`config.mk`:
```
export PLATFORM = sky130hd
export DESIGN_NAME = lsu
export DESIGN_NICKNAME = d
export VERILOG_FILES = /design/src/rtl/lsu.sv
export SDC_FILE = /design/constraint.sdc
export NUM_CORES = 1
export LEC_CHECK = 0
export ABC_AREA = 1
export CORE_MARGIN = 3
export CORE_UTILIZATION = 25
export CTS_CLUSTER_DIAMETER = 80
export CTS_CLUSTER_SIZE = 10
export DETAILED_ROUTE_END_ITERATION = 8
export PLACE_DENSITY_LB_ADDON = 0.3
export SLEW_MARGIN = 25
export SYNTH_ARGS = -nofsm -noshare
export SYNTH_HDL_FRONTEND = slang
export SYNTH_SLANG_ARGS = --single-unit
export TNS_END_PERCENT = 50
```
`constraint.sdc`:
```
create_clock -name clk -period 4.6 [get_ports clk]
set_input_delay 0.92 -clock clk [delete_from_list [all_inputs] [get_ports clk]]
set_output_delay 0.92 -clock clk [all_outputs]
set_load 0.005 [all_outputs]
```
`src/rtl/lsu.sv`:
```
// Load/store unit: one req/ack bus transaction per memory instruction.
// Loads are sign/zero-extended; stores are lane-replicated.
module lsu #(
    parameter int unsigned TIMEOUT = 255
) (
    input  logic        clk,
    input  logic        rst,
    input  logic        re,
    input  logic        we,
    input  logic [2:0]  funct3,
    input  logic [31:0] addr,
    input  logic [31:0] wdata,
    output logic        stall,
    output logic        done,
    output logic        fault,
    output logic [31:0] rdata,
    output logic        bus_req,
    output logic        bus_we,
    output logic [31:0] bus_addr,
    output logic [3:0]  bus_be,
    output logic [31:0] bus_wdata,
    input  logic        bus_ack,
    input  logic [31:0] bus_rdata
);

    typedef enum logic [1:0] {StIdle, StBusy, StDone, StErr} state_e;

    localparam logic [16:0] Limit = 17'(TIMEOUT);

    state_e      state_q, state_d;
    logic [15:0] cnt_q, cnt_d;
    logic        bus_req_q, bus_req_d;
    logic        bus_we_q, bus_we_d;
    logic [31:0] bus_addr_q, bus_addr_d;
    logic [3:0]  bus_be_q, bus_be_d;
    logic [31:0] bus_wdata_q, bus_wdata_d;
    logic [2:0]  f3_q, f3_d;
    logic [1:0]  lane_q, lane_d;
    logic        done_q, done_d;
    logic        fault_q, fault_d;
    logic [31:0] rdata_q, rdata_d;

    logic        req_legal;
    logic        req_aligned;
    logic [3:0]  req_be;
    logic [31:0] req_wdata;
    logic [31:0] rd_shift;
    logic [31:0] load_ext;
    logic [16:0] cnt_inc;

    // Request decode; we has priority over re when both are set.
    always_comb begin
        if (we) begin
            req_legal = !funct3[2] && (funct3[1:0] != 2'b11);
        end else begin
            req_legal = (funct3[1:0] != 2'b11) && (funct3 != 3'b110);
        end
        req_aligned = 1'b1;
        req_be      = 4'b1111;
        req_wdata   = wdata;
        unique case (funct3[1:0])
            2'b00: begin
                req_be    = 4'b0001 << addr[1:0];
                req_wdata = {4{wdata[7:0]}};
            end
            2'b01: begin
                req_aligned = !addr[0];
                req_be      = 4'b0011 << addr[1:0];
                req_wdata   = {2{wdata[15:0]}};
            end
            default: begin
                req_aligned = (addr[1:0] == 2'b00);
            end
        endcase
    end

    // Load extraction from the latched lane and access type.
    always_comb begin
        rd_shift = bus_rdata >> {lane_q, 3'b000};
        unique case (f3_q)
            3'b000:  load_ext = {{24{rd_shift[7]}}, rd_shift[7:0]};
            3'b001:  load_ext = {{16{rd_shift[15]}}, rd_shift[15:0]};
            3'b100:  load_ext = {24'd0, rd_shift[7:0]};
            3'b101:  load_ext = {16'd0, rd_shift[15:0]};
            default: load_ext = bus_rdata;
        endcase
    end

    assign cnt_inc = {1'b0, cnt_q} + 17'd1;

    always_comb begin
        state_d     = state_q;
        cnt_d       = cnt_q;
        bus_req_d   = 1'b0;
        bus_we_d    = bus_we_q;
        bus_addr_d  = bus_addr_q;
        bus_be_d    = bus_be_q;
        bus_wdata_d = bus_wdata_q;
        f3_d        = f3_q;
        lane_d      = lane_q;
        done_d      = 1'b0;
        fault_d     = 1'b0;
        rdata_d     = 32'd0;
        unique case (state_q)
            StIdle: begin
                if (re || we) begin
                    if (req_legal && req_aligned) begin
                        state_d     = StBusy;
                        cnt_d       = 16'd0;
                        bus_req_d   = 1'b1;
                        bus_we_d    = we;
                        bus_addr_d  = {addr[31:2], 2'b00};
                        bus_be_d    = req_be;
                        bus_wdata_d = req_wdata;
                        f3_d        = funct3;
                        lane_d      = addr[1:0];
                    end else begin
                        state_d = StErr;
                        fault_d = 1'b1;
                    end
                end
            end
            StBusy: begin
                if (bus_ack) begin
                    state_d = StDone;
                    done_d  = 1'b1;
                    rdata_d = bus_we_q ? 32'd0 : load_ext;
                end else begin
                    cnt_d = cnt_inc[15:0];
                    if ((Limit != 17'd0) && (cnt_inc == Limit)) begin
                        state_d = StErr;
                        fault_d = 1'b1;
                    end else begin
                        bus_req_d = 1'b1;
                    end
                end
            end
            StDone:  state_d = StIdle;
            StErr:   state_d = StIdle;
            default: state_d = StIdle;
        endcase
    end

    always_ff @(posedge clk or posedge rst) begin
        if (rst) begin
            state_q     <= StIdle;
            cnt_q       <= 16'd0;
            bus_req_q   <= 1'b0;
            bus_we_q    <= 1'b0;
            bus_addr_q  <= 32'd0;
            bus_be_q    <= 4'd0;
            bus_wdata_q <= 32'd0;
            f3_q        <= 3'd0;
            lane_q      <= 2'd0;
            done_q      <= 1'b0;
            fault_q     <= 1'b0;
            rdata_q     <= 32'd0;
        end else begin
            state_q     <= state_d;
            cnt_q       <= cnt_d;
            bus_req_q   <= bus_req_d;
            bus_we_q    <= bus_we_d;
            bus_addr_q  <= bus_addr_d;
            bus_be_q    <= bus_be_d;
            bus_wdata_q <= bus_wdata_d;
            f3_q        <= f3_d;
            lane_q      <= lane_d;
            done_q      <= done_d;
            fault_q     <= fault_d;
            rdata_q     <= rdata_d;
        end
    end

    assign stall     = ((state_q == StIdle) && (re || we)) || (state_q == StBusy);
    assign done      = done_q;
    assign fault     = fault_q;
    assign rdata     = rdata_q;
    assign bus_req   = bus_req_q;
    assign bus_we    = bus_we_q;
    assign bus_addr  = bus_addr_q;
    assign bus_be    = bus_be_q;
    assign bus_wdata = bus_wdata_q;

endmodule

```
==> summary.md <==
| Metric | Value |
|---|---|
| Status | complete, no violations |
| Die H | 159 um |
| Worst-Skew Late Latency | 0.42 ns |
| Netlist cell types | 33 |
| Syn Inst Count | 726 |
| Register bit total from synthesis | 125 |
| Number of buffers added on ports | 206 |
| Setup_tns | 0 ns |
| Post-CTS sizing | 0 |
| Vias in the first global route | 5498 |
| Share of layout cells above drive strength 1 | 0.0566 |
| Max clock buf depth | 2 |
| TritonCTS clock tree | built |
| Multi-input logic area | 0.00226 mm2 |
| Mapped Area | 0.00584 mm2 |
| Fillers | 2353 |
| Slew @ Worst Pin | 0.876 ns |
| Iter 0 DRT Violations | 372 |
| Leading area contributor after synthesis | dfrtp_1 |
| DRC errors left | 0 |
| DR WL/cell | 15.0 um |
| Gr ovfl total | 0 |
| DP Cell Count | 1218 |
| Routed vias | 5513 |
| Post-layout minimum cycle time | 3.34 ns |
| Antenna cell count | 0 |
| I/O pins | 209 |
| Overall Global Routing Usage | 0.150 |
| Synth area leaders | dfrtp_1, nand2_1, o21ai_0 |
| F_max | 0.300 GHz |
| Endpoint type of the worst setup path | output pin |
| Yosys warns | 0 |
| Leakage | 4.09 nW |
| Hold Buf Count CTS | 0 |
| Max-slew violation count | 0 |
| Num CTS Buffers | 17 |
| Drt first pass iters | 5 |
| WL final | 18.8 mm |
| Critical-path maximum fanout | 3 |
| Final hold slack | 0.476 ns |
| Initial antenna violation count | 0 |
| Die ar. | 0.0252 mm2 |
| Crit path required time | 3.68 ns |
| Min-Delay Path Class | flip-flop to flip-flop |
| Clk slew on worst S/H paths | 0.06 ns |
| Dpl hpwl | 13.3 mm |
| Worst endpoint data arrival time | 2.42 ns |
| IR drop worst, VDD | 0.252 mV |
| Nets | 1030 |
| Synth-to-layout area growth | 50.2% |
| Startpoint types | input pin |
| Register Area | 0.00313 mm2 |
| Post-route ant nets | 0 |
| Mapped Avg Cell Area | 8.05 um2 |
| Post CTS Setup Buffer Count | 0 |
| Number of H-tree levels | 4 |
| Non-Filler Instances | 1250 |
| Yosys top cell area share | 0.535 |
| Pwr Total | 5.08 mW |
| Initial Util | 0.256 |
| Std-Cell Rows | 55 |
| CTS Root Cell | clkbuf_16 |
| Tcrit/Tclk final | 0.725 |
| Core ar. | 0.0228 mm2 |
| First-pass GRT wire length | 30.2 mm |
| Final setup viols | 0 |
| Hold Fails Final Rpt | 0 |
| Slew Limit Headroom | 0.416 |
| Sink Count | 125 |
| Largest net degree at the start of global routing | 126 |
| RD Place Congestion | 0.814 |
| Post-synthesis sequential area ratio | 0.535 |
| Avg Vias per Cell | 4.41 |
| RSZ-0062 raised after global routing | false |
| Die Span X | 159 um |
| Crit Path Class | input pin to output pin |
| Max Cap Viol | 0 |
| Worst Clk Skew | 0.00932 ns |
| PD cells | 579 mW/mm2 |
==> critical path, cell delays in order <==
cell	delay [ns]
clkdlybuf4s50_1	0.54
nor2_1	0.11
nor3_1	0.14
inv_1	0.09
nand2_1	0.10
clkdlybuf4s50_1	0.52
==> layout make-up <==
| class | instances | share of cell area |
|---|---|---|
| sequential | 125 | 0.357 |
| multi-input combinational | 495 | 0.258 |
| inverter | 73 | 0.0315 |
| clock buffer | 19 | 0.0516 |
| clock inverter | 13 | 0.0158 |
| tap | 313 | 0.0446 |
| timing repair buffer | 212 | 0.242 |
==> cells in the mapped netlist (all sizes together) <==
| master | instances |
|---|---|
| nand2 | 253 |
| dfrtp | 125 |
| o21ai | 77 |
| inv | 72 |
| a21oi | 52 |
| nor2 | 38 |
| nand3 | 27 |
| buf | 22 |
| o22ai | 14 |
| clkbuf | 12 |
| o31ai | 7 |
| a22o | 5 |
| nand4 | 5 |
| o21a | 4 |
| nor3 | 3 |
| xor2 | 3 |
| ha | 2 |
| a211oi | 1 |
| clkinv | 1 |
| conb | 1 |
| nand3b | 1 |
| nor4 | 1 |
==> stage by stage <==
stage                     area (um2)  setup WS [ns]   util
final                           8770           1.26  0.385
after global routing            8770          0.981  0.385
after CTS                       8770           1.22  0.385
after detailed placement        8180          0.812  0.359
after global placement          8180          0.874  0.359
after floorplan                 5850          0.352      -
==> state kept, by name (all words and copies together), names as in the netlist <==
| name | count |
|---|---|
| lane_q | 2 |
| bus_be | 4 |
| bus_req | 1 |
| bus_wdata | 32 |
| state_q | 2 |
| bus_addr | 30 |
| cnt_q | 16 |
| rdata | 32 |
| bus_we | 1 |
| fault | 1 |
| f3_q | 3 |
| done | 1 |
==> layer usage <==
| metal | part of all wire | vias to the layer above | GRT usage |
|---|---|---|---|
| met5 | 0 | - | 0 |
| met4 | 0.017 | 0 | 0.0485 |
| met3 | 0.089 | 19 | 0.0569 |
| met2 | 0.44 | 221 | 0.232 |
| met1 | 0.46 | 2540 | 0.194 |
| li1 | - | 2733 | - |
==> path summary, 6_finish.rpt <==
kind | startpoint | to | slack, ns | cells past startpoint
hold reg to reg | bus_addr[10]$_DFFE_PP0P_ | bus_addr[10]$_DFFE_PP0P_ | 0.48 | 2
setup / recovery | we | stall | 1.26 | 6
hold / removal | bus_addr[10]$_DFFE_PP0P_ | bus_addr[10]$_DFFE_PP0P_ | 0.48 | 2
setup reg to reg | lane_q[0]$_DFFE_PP0P_ | rdata[29]$_DFF_PP0_ | 2.12 | 8
min in group asynchronous | rst | rdata[29]$_DFF_PP0_ | 1.01 | 3
max in group asynchronous | rst | bus_wdata[13]$_DFFE_PP0P_ | 3.01 | 3
==> cells in the final DEF (no fill, tap or decap), types with 7 or more instances in the layout <==
cell,count
clkdlybuf4s50_1,206
nand3_1,26
dfrtp_1,125
nand2_1,251
o22ai_1,14
a21oi_1,50
clkbuf_16,17
inv_1,66
o21ai_0,60
o31ai_1,7
o21ai_1,17
nor2_1,37
==> cell families after synthesis <==
kind of cell             synth area share
adder cells (fa/ha/maj)           0.00428
flip-flops                          0.535
buffers and inverters              0.0790
XOR/XNOR                          0.00450
other                            0.000642
AND/OR/NAND/NOR                     0.226
AO/OA/AOI/OAI                       0.150
==> power by group <==
group | total (mW) | switching [mW] | internal, mW
Clock | 1.36 | 0.535 | 0.828
Combinational | 1.90 | 0.928 | 0.975
Sequential | 1.82 | 0.304 | 1.51
Power figures use the tool's default switching activity.
